### src/rtl/ice_echo_int_if.sv
// ICE internal bus bundle seen by the echo responder.
//   ma_*            master frame (message type, payload strobe, frame envelope)
//   sl_overflow     controller TX buffer full
//   sl_tail         controller TX buffer tail (first free entry)
//   sl_arb_grant    slave-bus grant for this slot
//   sl_arb_request  slave-bus request
//   sl_addr/sl_data TX buffer write port, sl_data = {write_enable, byte}
//   sl_latch_tail   one-cycle commit of sl_addr as the new tail
//   busy            responder not idle
// slave  : the responder (ice_echo_int)
// master : the bus controller side driving frames, grant and TX status
interface ice_echo_int_if;
    logic [7:0] ma_data;
    logic [7:0] ma_addr;
    logic       ma_data_valid;
    logic       ma_frame_valid;
    logic       sl_overflow;
    logic [8:0] sl_tail;
    logic       sl_arb_grant;
    logic       sl_arb_request;
    logic [8:0] sl_addr;
    logic [8:0] sl_data;
    logic       sl_latch_tail;
    logic       busy;

    modport slave (
        input  ma_data, ma_addr, ma_data_valid, ma_frame_valid,
        input  sl_overflow, sl_tail, sl_arb_grant,
        output sl_arb_request, sl_addr, sl_data, sl_latch_tail, busy
    );

    modport master (
        output ma_data, ma_addr, ma_data_valid, ma_frame_valid,
        output sl_overflow, sl_tail, sl_arb_grant,
        input  sl_arb_request, sl_addr, sl_data, sl_latch_tail, busy
    );
endinterface

### src/rtl/ice_echo_int.sv
// Echo responder on the ICE internal bus. Captures a master frame whose
// ma_addr equals MSG_TYPE, then arbitrates for the slave bus and writes
// [RESP_TYPE][len][payload] into the controller TX buffer starting at the
// tail sampled at grant, finishing with a one-cycle tail latch.
// Ports:
//   clk    system clock
//   reset  asynchronous, active-high
//   bus    ice_echo_int_if.slave (master frame in, TX buffer write port out)
//
// state      | meaning
// -----------+-----------------------------------------------------------
// S_IDLE     | waiting for the rising edge of a MSG_TYPE frame
// S_CAPTURE  | storing payload bytes into the capture buffer
// S_DROP     | frame exceeded DEPTH; discard until the frame ends
// S_REQ      | requesting the slave bus, waiting for grant
// S_HDR_TYPE | writing RESP_TYPE at base
// S_HDR_LEN  | writing the payload length at base+1
// S_PAYLOAD  | writing captured byte k at base+2+k
// S_LATCH    | committing base+2+len as the new tail
module ice_echo_int #(
    parameter logic [7:0] MSG_TYPE  = 8'h65,
    parameter logic [7:0] RESP_TYPE = 8'h45,
    parameter int         DEPTH     = 64
) (
    input  logic          clk,
    input  logic          reset,
    ice_echo_int_if.slave bus
);

    localparam int AW = (DEPTH > 1) ? $clog2(DEPTH) : 1;

    typedef enum logic [2:0] {
        S_IDLE, S_CAPTURE, S_DROP, S_REQ,
        S_HDR_TYPE, S_HDR_LEN, S_PAYLOAD, S_LATCH
    } state_t;

    state_t     state, state_d;
    logic       fv_q;
    logic [7:0] cnt;
    logic [7:0] k;
    logic [8:0] base;
    logic [7:0] cap_mem [DEPTH];

    logic          rise, fall, hit, full, store, abort;
    logic [AW-1:0] wr_idx;
    logic          req_c, latch_c;
    logic [8:0]    addr_c, data_c;

    assign rise  = bus.ma_frame_valid & ~fv_q;
    assign fall  = ~bus.ma_frame_valid & fv_q;
    assign hit   = rise && (bus.ma_addr == MSG_TYPE);
    assign full  = (cnt == 8'(DEPTH));
    // The strobe on the rising-edge cycle belongs to the frame and lands at index 0.
    assign store = bus.ma_data_valid &&
                   (((state == S_IDLE) && hit) || ((state == S_CAPTURE) && !full));
    assign wr_idx = (state == S_IDLE) ? '0 : cnt[AW-1:0];
    // Losing the grant mid-write is handled exactly like a full TX buffer.
    assign abort = ((state == S_HDR_TYPE) || (state == S_HDR_LEN) || (state == S_PAYLOAD)) &&
                   (bus.sl_overflow || !bus.sl_arb_grant);

    always_comb begin
        state_d = state;
        req_c   = 1'b0;
        addr_c  = '0;
        data_c  = '0;
        latch_c = 1'b0;
        case (state)
            S_IDLE: begin
                if (hit) state_d = S_CAPTURE;
            end
            S_CAPTURE: begin
                // Overflow strobe wins; a coincident frame end skips DROP entirely.
                if (bus.ma_data_valid && full) state_d = fall ? S_IDLE : S_DROP;
                else if (fall)                 state_d = S_REQ;
            end
            S_DROP: begin
                if (fall) state_d = S_IDLE;
            end
            S_REQ: begin
                req_c = 1'b1;
                if (bus.sl_arb_grant) state_d = S_HDR_TYPE;
            end
            S_HDR_TYPE: begin
                req_c   = 1'b1;
                addr_c  = base;
                data_c  = {1'b1, RESP_TYPE};
                state_d = S_HDR_LEN;
            end
            S_HDR_LEN: begin
                req_c   = 1'b1;
                addr_c  = base + 9'd1;
                data_c  = {1'b1, cnt};
                state_d = (cnt == 8'd0) ? S_LATCH : S_PAYLOAD;
            end
            S_PAYLOAD: begin
                req_c  = 1'b1;
                addr_c = base + 9'd2 + {1'b0, k};
                data_c = {1'b1, cap_mem[k[AW-1:0]]};
                if (k == cnt - 8'd1) state_d = S_LATCH;
            end
            S_LATCH: begin
                req_c   = 1'b1;
                addr_c  = base + 9'd2 + {1'b0, cnt};
                latch_c = 1'b1;
                state_d = S_IDLE;
            end
            default: state_d = S_IDLE;
        endcase
        if (abort) begin
            req_c   = 1'b0;
            data_c  = '0;
            state_d = S_IDLE;
        end
    end

    always_ff @(posedge clk or posedge reset) begin
        if (reset) begin
            state <= S_IDLE;
            fv_q  <= 1'b0;
            cnt   <= '0;
            k     <= '0;
            base  <= '0;
        end else begin
            state <= state_d;
            fv_q  <= bus.ma_frame_valid;
            if ((state == S_IDLE) && hit)
                cnt <= bus.ma_data_valid ? 8'd1 : 8'd0;
            else if (store)
                cnt <= cnt + 8'd1;
            if ((state == S_REQ) && bus.sl_arb_grant) begin
                base <= bus.sl_tail;
                k    <= '0;
            end else if (state == S_PAYLOAD) begin
                k <= k + 8'd1;
            end
        end
    end

    // Payload storage needs no reset: only entries below cnt are ever read.
    always_ff @(posedge clk) begin
        if (store) cap_mem[wr_idx] <= bus.ma_data;
    end

    // Wired-OR slave bus: drive nothing without the grant.
    assign bus.sl_arb_request = req_c;
    assign bus.sl_addr        = bus.sl_arb_grant ? addr_c : '0;
    assign bus.sl_data        = bus.sl_arb_grant ? data_c : '0;
    assign bus.sl_latch_tail  = bus.sl_arb_grant & latch_c;
    assign bus.busy           = (state != S_IDLE);

endmodule

### src/flat_wrapper.sv
// flat-port wrapper written by rule: the top's interface ports become plain ports
module ice_echo_int_flat 
#(
    parameter logic [7:0] MSG_TYPE  = 8'h65,
    parameter logic [7:0] RESP_TYPE = 8'h45,
    parameter int         DEPTH     = 64
)
  (clk, reset, bus_ma_data, bus_ma_addr, bus_ma_data_valid, bus_ma_frame_valid, bus_sl_overflow, bus_sl_tail, bus_sl_arb_grant, bus_sl_arb_request, bus_sl_addr, bus_sl_data, bus_sl_latch_tail, bus_busy);
  ice_echo_int_if bus_i ();
  input  logic clk;
  input  logic reset;
  input wire logic [$bits(bus_i.ma_data)-1:0] bus_ma_data;
  input wire logic [$bits(bus_i.ma_addr)-1:0] bus_ma_addr;
  input wire logic [$bits(bus_i.ma_data_valid)-1:0] bus_ma_data_valid;
  input wire logic [$bits(bus_i.ma_frame_valid)-1:0] bus_ma_frame_valid;
  input wire logic [$bits(bus_i.sl_overflow)-1:0] bus_sl_overflow;
  input wire logic [$bits(bus_i.sl_tail)-1:0] bus_sl_tail;
  input wire logic [$bits(bus_i.sl_arb_grant)-1:0] bus_sl_arb_grant;
  output wire logic [$bits(bus_i.sl_arb_request)-1:0] bus_sl_arb_request;
  output wire logic [$bits(bus_i.sl_addr)-1:0] bus_sl_addr;
  output wire logic [$bits(bus_i.sl_data)-1:0] bus_sl_data;
  output wire logic [$bits(bus_i.sl_latch_tail)-1:0] bus_sl_latch_tail;
  output wire logic [$bits(bus_i.busy)-1:0] bus_busy;
  assign bus_i.ma_data = bus_ma_data;
  assign bus_i.ma_addr = bus_ma_addr;
  assign bus_i.ma_data_valid = bus_ma_data_valid;
  assign bus_i.ma_frame_valid = bus_ma_frame_valid;
  assign bus_i.sl_overflow = bus_sl_overflow;
  assign bus_i.sl_tail = bus_sl_tail;
  assign bus_i.sl_arb_grant = bus_sl_arb_grant;
  assign bus_sl_arb_request = bus_i.sl_arb_request;
  assign bus_sl_addr = bus_i.sl_addr;
  assign bus_sl_data = bus_i.sl_data;
  assign bus_sl_latch_tail = bus_i.sl_latch_tail;
  assign bus_busy = bus_i.busy;
  ice_echo_int #(.MSG_TYPE(MSG_TYPE), .RESP_TYPE(RESP_TYPE), .DEPTH(DEPTH)) u_core (.clk(clk), .reset(reset), .bus(bus_i));
endmodule
### config.mk
export PLATFORM = sky130hd
export DESIGN_NAME = ice_echo_int_flat
export DESIGN_NICKNAME = d
export VERILOG_FILES = /design/src/rtl/ice_echo_int_if.sv /design/src/rtl/ice_echo_int.sv /design/src/flat_wrapper.sv
export SDC_FILE = /design/constraint.sdc
export NUM_CORES = 1
export LEC_CHECK = 0
export CAP_MARGIN = 10
export CORE_AREA = 2 2 180 217
export CTS_CLUSTER_DIAMETER = 40
export DETAILED_ROUTE_END_ITERATION = 7
export DIE_AREA = 0 0 182 219
export PLACE_DENSITY = 0.76
export SLEW_MARGIN = 25
export SYNTH_ARGS = -nofsm -noshare
export SYNTH_HDL_FRONTEND = slang
export SYNTH_SLANG_ARGS = --single-unit
### constraint.sdc
create_clock -name clk -period 11.4 [get_ports clk]
set_input_delay 1.14 -clock clk [delete_from_list [all_inputs] [get_ports clk]]
set_output_delay 1.14 -clock clk [all_outputs]
set_load 0.005 [all_outputs]
==> flow_summary.ini <==
[run_status]
status = finished, final reports clean

[grt]
gr-total-overflow = 0
antenna_found_initial = 0
grt_pass1_wl_um = 75000
grt_pass1_vias = 11700
grt_max_degree = 65
grt.total_usage_pct = 25.7

[cts]
cts_setup_buffers = 0
clk-insertion-delay-late_ns = 0.59
clock_path_buffers = 3
path_clk_slew_ns = 0.06
ctsHoldBuffers = 0
cts-resized-gates = 0
cts_tree = yes
numClockSinks = 541
root_buffer = clkbuf_16
cts_max_level = 2
cts_made_buffers = 54

[yosys]
ys.warnings.count = 0
syn_inst = 1194
synthFlopType = edfxtp_1
synth_top_family_by_area = multiplexers
synth_nets = 1240
synth_compound_area_share_pct = 2.44
synth-xor-area-share_pct = 1.41
synthTopCellsByCount = edfxtp_1 (512), mux4_2 (154), nor2_1 (105)
ys_seq_elements = 541
syn_area_sq_mm = 0.0224
async_reset_ff_share_pct = 5.36
yosys.area.top_type = edfxtp_1
avgSynthCellArea_sq_um = 18.8
yosysSeqAreaShare_pct = 71.9
yosys.area_share.simple_pct = 5.42
synth_adder_area_share_pct = 0.871
synth.most_common_cell = edfxtp_1
synthMuxAreaShare_pct = 16.3
ys_types = 59
synth_area_leaders = edfxtp_1 (69%), mux4_2 (15%), dfrtp_1 (3.2%)
yosysTopAreaCellShare_pct = 68.6
synth_edf_count = 512

[detailed_routing]
avgRoutedWirePerCell_um = 28.0
totalWireLength_um = 49700
drt-vias-per-instance = 6.49
initialDrtViolationCount = 1290
ant_nets = 0
firstDrtPassIters = 5
drc = 0
vias = 11500

[die]
pin_count = 52
die-width_um = 182
die_h_um = 219
rows = 78
initial_core_util_pct = 59.5
core-area_sq_mm = 0.0377
dieArea_sq_mm = 0.0399

[timing]
min_period_over_period_pct = 54.5
whs_ns = 0.615
fin_setup_tns_ns = 0
fmax_ghz = 0.161
setup_viol = 0
skew_ns = 0.0272
rsz0062_at_grt = no
timing.final.max_slew_violations = 0
fin_crit_ns = 6.22
worst_pin_slew_ns = 0.981
max_slew_margin_pct = 34.3
hold_viol = 0

[power_and_ir_drop]
p_int_mw = 3.56
p_sw_mw = 1.39
peakVddDrop_mv = 0.107
powerDensity_mw_per_mm2 = 199
p_sw_share_pct = 28.1
power_mw = 4.95
seqPwrFrac_pct = 48.3
p_leak_nw = 7.74
power_frac_comb_pct = 18.9
power.share.clock_pct = 32.9

[critical_path]
criticalPathCategory = reg -> out
worst_ep_arrival_time_ns = 5.08
required_ns = 10.26
cp-start-kind = flop
worstPathMaxFanout = 24
crit_path_end_kind = output port
startpoint = u_core.state[0]$_DFFE_PP0P_
r2r-start = u_core.state[0]$_DFFE_PP0P_

[cells_and_area]
final_util_pct = 66.2
drive_above_1_share_pct = 20.3
syn_to_final_growth_pct = 11.3
diodes = 0
finalInstanceArea_sq_mm = 0.0249
fin_nets = 1295

[placed_design]
portBuffers = 51
placed_area_sq_mm = 0.0233
dp_hpwl_um = 30400
gp_congestion = 0.974

[hold_path]
hold_path.class = reg -> reg
min_from = u_core.base[2]$_DFFE_PP0P_

[job]
cap_violations = 0
-- metal layers --
metal | GRT usage [%] | vias to the layer above | part of all wire [%]
met4 | 8.31 | 0 | 3.0
met5 | 0 | - | 0
li1 | - | 4937 | -
met2 | 42.4 | 547 | 50
met3 | 4.05 | 91 | 7.4
met1 | 36.0 | 5945 | 40
-- flip-flops by register name (all words and copies together) (netlist names) --
name            count
u_core.state        3
u_core.cnt          8
u_core.k            8
u_core.cap_mem    512
u_core.base         9
u_core.fv_q         1
-- critical path: stages (launching register included) --
cell,delay (ns)
dfrtp_1,0.84
nand3_1,0.50
nand2_1,0.17
o21ai_0,0.10
ha_1,0.24
fa_1,0.43
a21oi_1,0.17
o211ai_1,0.12
a2111oi_1,0.66
nor4_1,0.16
a2111o_1,0.40
a211o_1,0.24
clkdlybuf4s50_1,0.45
-- placed cells by master (no fill, tap or decap), drive strengths merged, types with 5 or more instances in the layout --
cell / n
nand3: 26
buf: 19
inv: 20
xnor2: 25
edfxtp: 512
clkdlybuf4s50: 43
a21oi: 17
or3: 6
nand4: 11
o22ai: 5
mux4: 154
o21ai: 20
mux2i: 14
xor2: 11
nand2: 78
o211ai: 5
nor3: 12
clkbuf: 71
a211oi: 5
nor2: 105
and3: 7
ha: 14
a31oi: 6
dfrtp: 29
a22oi: 5
clkinv: 24
-- metrics by stage --
| step | cells | worst slack [ns] |
|---|---|---|
| 3_5_place_dp | 1673 | 5.61 |
| 6_report | 1774 | 5.18 |
| 4_1_cts | 1774 | 4.96 |
| 3_3_place_gp | 1671 | 5.69 |
| 2_1_floorplan | 1194 | 6.95 |
| 5_1_grt | 1774 | 4.88 |
-- power by group through the flow --
stage          Clock [mW]  Combinational (mW)  Sequential, mW
2_1_floorplan           0               0.734            2.32
3_5_place_dp            0               0.925            2.43
3_3_place_gp            0               0.909            2.42
5_1_grt              1.72                1.00            2.40
4_1_cts              1.65               0.935            2.39
6_report             1.63               0.933            2.39
-- final timing paths --
path	to	slack (ns)	cells after the start
max in group asynchronous	u_core.k[1]$_DFFE_PP0P_	10.14	3
worst min register to register	u_core.base[2]$_DFFE_PP0P_	0.61	2
min in group asynchronous	u_core.base[8]$_DFFE_PP0P_	0.94	3
worst min-delay path	u_core.base[2]$_DFFE_PP0P_	0.61	2
worst max register to register	u_core.cap_mem[3][6]$_DFFE_PP_	6.99	5
worst max-delay path	bus_sl_addr[8]	5.18	12
-- cell type report --
cell class | count | area (sq um)
Multi-Input combinational cell | 574 | 5930
Clock inverter | 30 | 185
Timing Repair Buffer | 62 | 593
Tap cell | 480 | 601
Inverter | 16 | 60.1
Fill cell | 2445 | 12700
Clock buffer | 71 | 1450
Sequential cell | 541 | 16100
-- kinds of logic (layout without fill, tap and decap cells) --
family          count (synthesis)  in the layout
fa+ha+maj                      15             15
flops                         541            541
mux                           171            171
xor+xnor                       36             36
buf+inv                        79            179
simple gates                  269            269
compound gates                 83             83
Power figures use the tool's default switching activity.
==> RTL change 1, RTL diff (same settings) <==
`DEPTH` is set to 64 in 2 places; all go to 32.
--- a/src/rtl/ice_echo_int.sv
+++ b/src/rtl/ice_echo_int.sv
@@ -20,7 +20,7 @@
 module ice_echo_int #(
     parameter logic [7:0] MSG_TYPE  = 8'h65,
     parameter logic [7:0] RESP_TYPE = 8'h45,
-    parameter int         DEPTH     = 64
+    parameter int         DEPTH     = 32
 ) (
     input  logic          clk,
     input  logic          reset,
--- a/src/flat_wrapper.sv
+++ b/src/flat_wrapper.sv
@@ -3,7 +3,7 @@
 #(
     parameter logic [7:0] MSG_TYPE  = 8'h65,
     parameter logic [7:0] RESP_TYPE = 8'h45,
-    parameter int         DEPTH     = 64
+    parameter int         DEPTH     = 32
 )
   (clk, reset, bus_ma_data, bus_ma_addr, bus_ma_data_valid, bus_ma_frame_valid, bus_sl_overflow, bus_sl_tail, bus_sl_arb_grant, bus_sl_arb_request, bus_sl_addr, bus_sl_data, bus_sl_latch_tail, bus_busy);
   ice_echo_int_if bus_i ();
Behaviour: no difference found for any inputs over 4 cycles, from zero or initial values and one cycle with reset high; that may be too few to reach the edited logic, so the function may still have changed.
==> RTL change 1 against the original RTL <==
  * Global-route usage is 11 points lower
  * Via count is 35% lower
  * Synthesized area is 44% lower
  * Final area is 41% lower
  * Cell count is 22% lower
  * Sequential cell count is 256 lower
  * Power is 30% lower
  * Setup slack better by 0.29 ns
  * Synthesized cell count is 31% lower
  * First-iteration DRC count is 43% lower
  * Core utilization is 27 points lower
  * Wire length is 42% lower
  * Critical path type unchanged
  * Largest cell class unchanged
==> RTL change 1: results (changes against the original RTL) <==
synth_common_cells: "edfxtp_1, nand2_1, nor2_1"
grt_pass1_vias: 7317  # -37%
use_met1: 0.197  # -0.163
hold_start: "u_core.base[8]"
critPathLaunch: "u_core.state[1]"
reg_top3: "u_core.cap_mem x256, u_core.base x9"
drt_iter0_markers: 739  # -43%
cts-buffers-inserted: 36  # -33%
synth_edf_count: 256  # -50%
dp.cells: 1316  # -21%
ys_seq_area_frac: 0.666  # -0.0527
avgSynthCellArea_um2: 15.4  # -18%
insertion_delay_ns: 0.52  # -0.07 ns
timing.final.ws_setup_ns: 5.47  # +0.286 ns
gp_congestion: 0.867  # -11%
tightest_slew_ns: 1.07  # +0.0846 ns
reg2reg_to: "u_core.cap_mem[27][6]"
vias_per_cell: 5.43  # -16%
antenna_found_initial: 1  # +1
vias: 7484  # -35%
skew_ns: 0.0234  # -0.00377 ns
fin_hold_ws_ns: 0.561  # -0.0541 ns
met3_length_um: 2590  # -29%
dr_wl_met2_um: 13300  # -46%
use_met2: 0.229  # -0.195
outcome: "completed"
grt_max_degree: 55  # -15%
irDropWorstVdd_uv: 144  # +35%
met3_usage: 0.0362  # -0.00431
synthTopCellsByArea: "edfxtp_1, mux4_2, dfrtp_1"
grt_use_total: 0.144  # -0.113
leakage_nw: 4.79  # -38%
path_max_fanout: 29  # +21%
wl_um: 28700  # -42%
top_layer_used: "met5"
yosysUniqueCellTypes: 58  # -1.7%
drive_gt1_frac: 0.151  # -0.0518
grt_pass1_wl_um: 43900  # -41%
dpl.hpwl_um: 18400  # -40%
worst_ep_arrival_time_ns: 4.79  # -0.29 ns
preCtsSetupSlack_ns: 6.10  # +0.484 ns
wl_met1_um: 12100  # -39%
nets: 921  # -29%
rrSetupSlack_ns: 7.91  # +0.92 ns
RTL change 1: cell types whose count changed after synthesis, moves of 9 or more:
cell	delta
edfxtp_1	-256
mux4_2	-104
nor2_1	-39
mux2i_1	+28
o221ai_1	+20
buf_2	-15
a211oi_1	+11
nand2_1	-9
RTL change 1: how the worst min path moves through the flow:
| stage | end | slack (ns) | cells past startpoint |
|---|---|---|---|
| after global routing | u_core.base[8] | 0.63 | 2 |
| after CTS | u_core.base[8] | 0.57 | 2 |
| after global placement | u_core.base[8] | 0.54 | 2 |
| final | u_core.base[8] | 0.56 | 2 |
| after floorplan | u_core.base[8] | 0.50 | 2 |
| after detailed placement | u_core.base[8] | 0.55 | 2 |
RTL change 1: where the power goes:
part	total, mW	internal (mW)	leakage [nW]	switching, mW
logic	1.04	0.459	1.57	0.581
clock network	1.08	0.648	0.549	0.434
registers	1.34	1.21	2.67	0.130
RTL change 1: area by class of cell:
type | count | area, um2
Fill cell | 3413 | 22900
Sequential cell | 285 | 8420
Multi-Input combinational cell | 476 | 3950
Clock buffer | 43 | 948
Tap cell | 480 | 601
Timing Repair Buffer | 62 | 573
Clock inverter | 18 | 194
Inverter | 14 | 52.6
RTL change 1: cells by family (layout without fill, tap and decap cells):
| kind of cell | count (synthesis) | count (layout) | synth area share |
|---|---|---|---|
| xor gates and xnor gates | 35 | 35 | 0.0243 |
| buffers and inverters | 62 | 137 | 0.0230 |
| adders and majority gates | 15 | 15 | 0.0155 |
| DFF | 285 | 285 | 0.666 |
| muxes | 97 | 97 | 0.127 |
| and+or+nand+nor | 214 | 214 | 0.0798 |
| AOI/OAI and AO/OA | 115 | 115 | 0.0647 |
==> RTL change 2, RTL diff (config.mk and constraints unchanged) <==
Without the edit above. Compare `cnt` against `8'(DEPTH)` with >= in place of ==.
--- a/src/rtl/ice_echo_int.sv
+++ b/src/rtl/ice_echo_int.sv
@@ -49,7 +49,7 @@
     assign rise  = bus.ma_frame_valid & ~fv_q;
     assign fall  = ~bus.ma_frame_valid & fv_q;
     assign hit   = rise && (bus.ma_addr == MSG_TYPE);
-    assign full  = (cnt == 8'(DEPTH));
+    assign full  = (cnt >= 8'(DEPTH));
     // The strobe on the rising-edge cycle belongs to the frame and lands at index 0.
     assign store = bus.ma_data_valid &&
                    (((state == S_IDLE) && hit) || ((state == S_CAPTURE) && !full));
Formal check against the unedited RTL: no difference found for any inputs over 4 cycles, from zero or initial values and one cycle with reset high; that may be too few to reach the edited logic, so the function may still have changed.
==> RTL change 2 against the original RTL <==
  * Maximum frequency is 3.4% higher
  * Final area is 1.2% higher
  * Non-clock buffer count is 4 higher
  * Setup slack better by 0.21 ns
  * Cell count is 7.2% higher
  * Sequential cell count stayed put
  * Power is 6.8% higher
  * Wire length is 7.9% higher
  * Synthesized area is 1.2% higher
  * Die area stayed put
  * Critical path type unchanged
  * Critical endpoint is now bus_sl_addr[7]
  * Highest routed layer is now met5
==> RTL change 2: results (changes against the original RTL) <==
synth_common_cells: "edfxtp_1, mux4_2, nand2_1"
drive_gt1_frac: 0.170  # -0.0331
dpl.hpwl_um: 33400  # +9.9%
tightest_slew_ns: 0.957  # -0.0242 ns
grt_use_total: 0.277  # +0.0195
dp.cells: 1811  # +8.2%
cell_internal_pwr_mw: 3.70  # +4.1%
wl_um: 53600  # +7.9%
muxShareOfSynthArea: 0.139  # -0.0238
synth_compound_area_frac: 0.0446  # +0.0202
path_max_fanout: 28  # +17%
wl_per_cell_um: 28.2  # +0.62%
cts-buffers-inserted: 51  # -5.6%
gp_congestion: 0.992  # +1.8%
antenna_found_initial: 1  # +1
finalCriticalPeriod_ns: 6.01  # -0.205 ns
irDropWorstVdd_uv: 159  # +49%
fin_hold_ws_ns: 0.571  # -0.0438 ns
cp_slowest_stage_delay_ns: 0.90  # +0.06 ns
preCtsSetupSlack_ns: 6.04  # +0.425 ns
seqPwrFrac: 0.446  # -0.037
switching_power_mw: 1.58  # +14%
met3_length_um: 5290  # +44%
outcome: "completed"
synth-adder-area-share: 0.00805  # -0.000658
clkPwrFrac: 0.311  # -0.018
first_pass_iters: 6  # +1
syn_nets: 1377  # +11%
rrSetupSlack_ns: 7.27  # +0.28 ns
## RTL change 2: cell count changes in the layout (fill, tap and decap cells not counted), moves of 9 or more
cell	unedited run	this run
clkbuf_1	14	5
nor3_1	10	20
nand2_1	78	116
mux2i_1	14	40
a21oi_1	16	39
mux4_2	154	117
o21ai_0	19	32
## RTL change 2: path summary, 6_finish.rpt
| check | startpoint | endpoint | cells past startpoint |
|---|---|---|---|
| max in group asynchronous | reset | u_core.k[0] | 3 |
| min reg2reg | u_core.base[7] | u_core.base[7] | 2 |
| max reg2reg | u_core.state[0] | u_core.cap_mem[48][6] | 7 |
| min in group asynchronous | reset | u_core.base[3] | 3 |
| min | u_core.base[7] | u_core.base[7] | 2 |
| max | u_core.state[0] | bus_sl_addr[7] | 10 |
## RTL change 2: layout make-up
class	instances	area, um2
fill	2434	12500
clock inverter	33	272
sequential	541	16100
multi-input combinational	702	6200
clock buffer	58	1350
inverter	22	85.1
tap	480	601
timing repair buffer	66	608
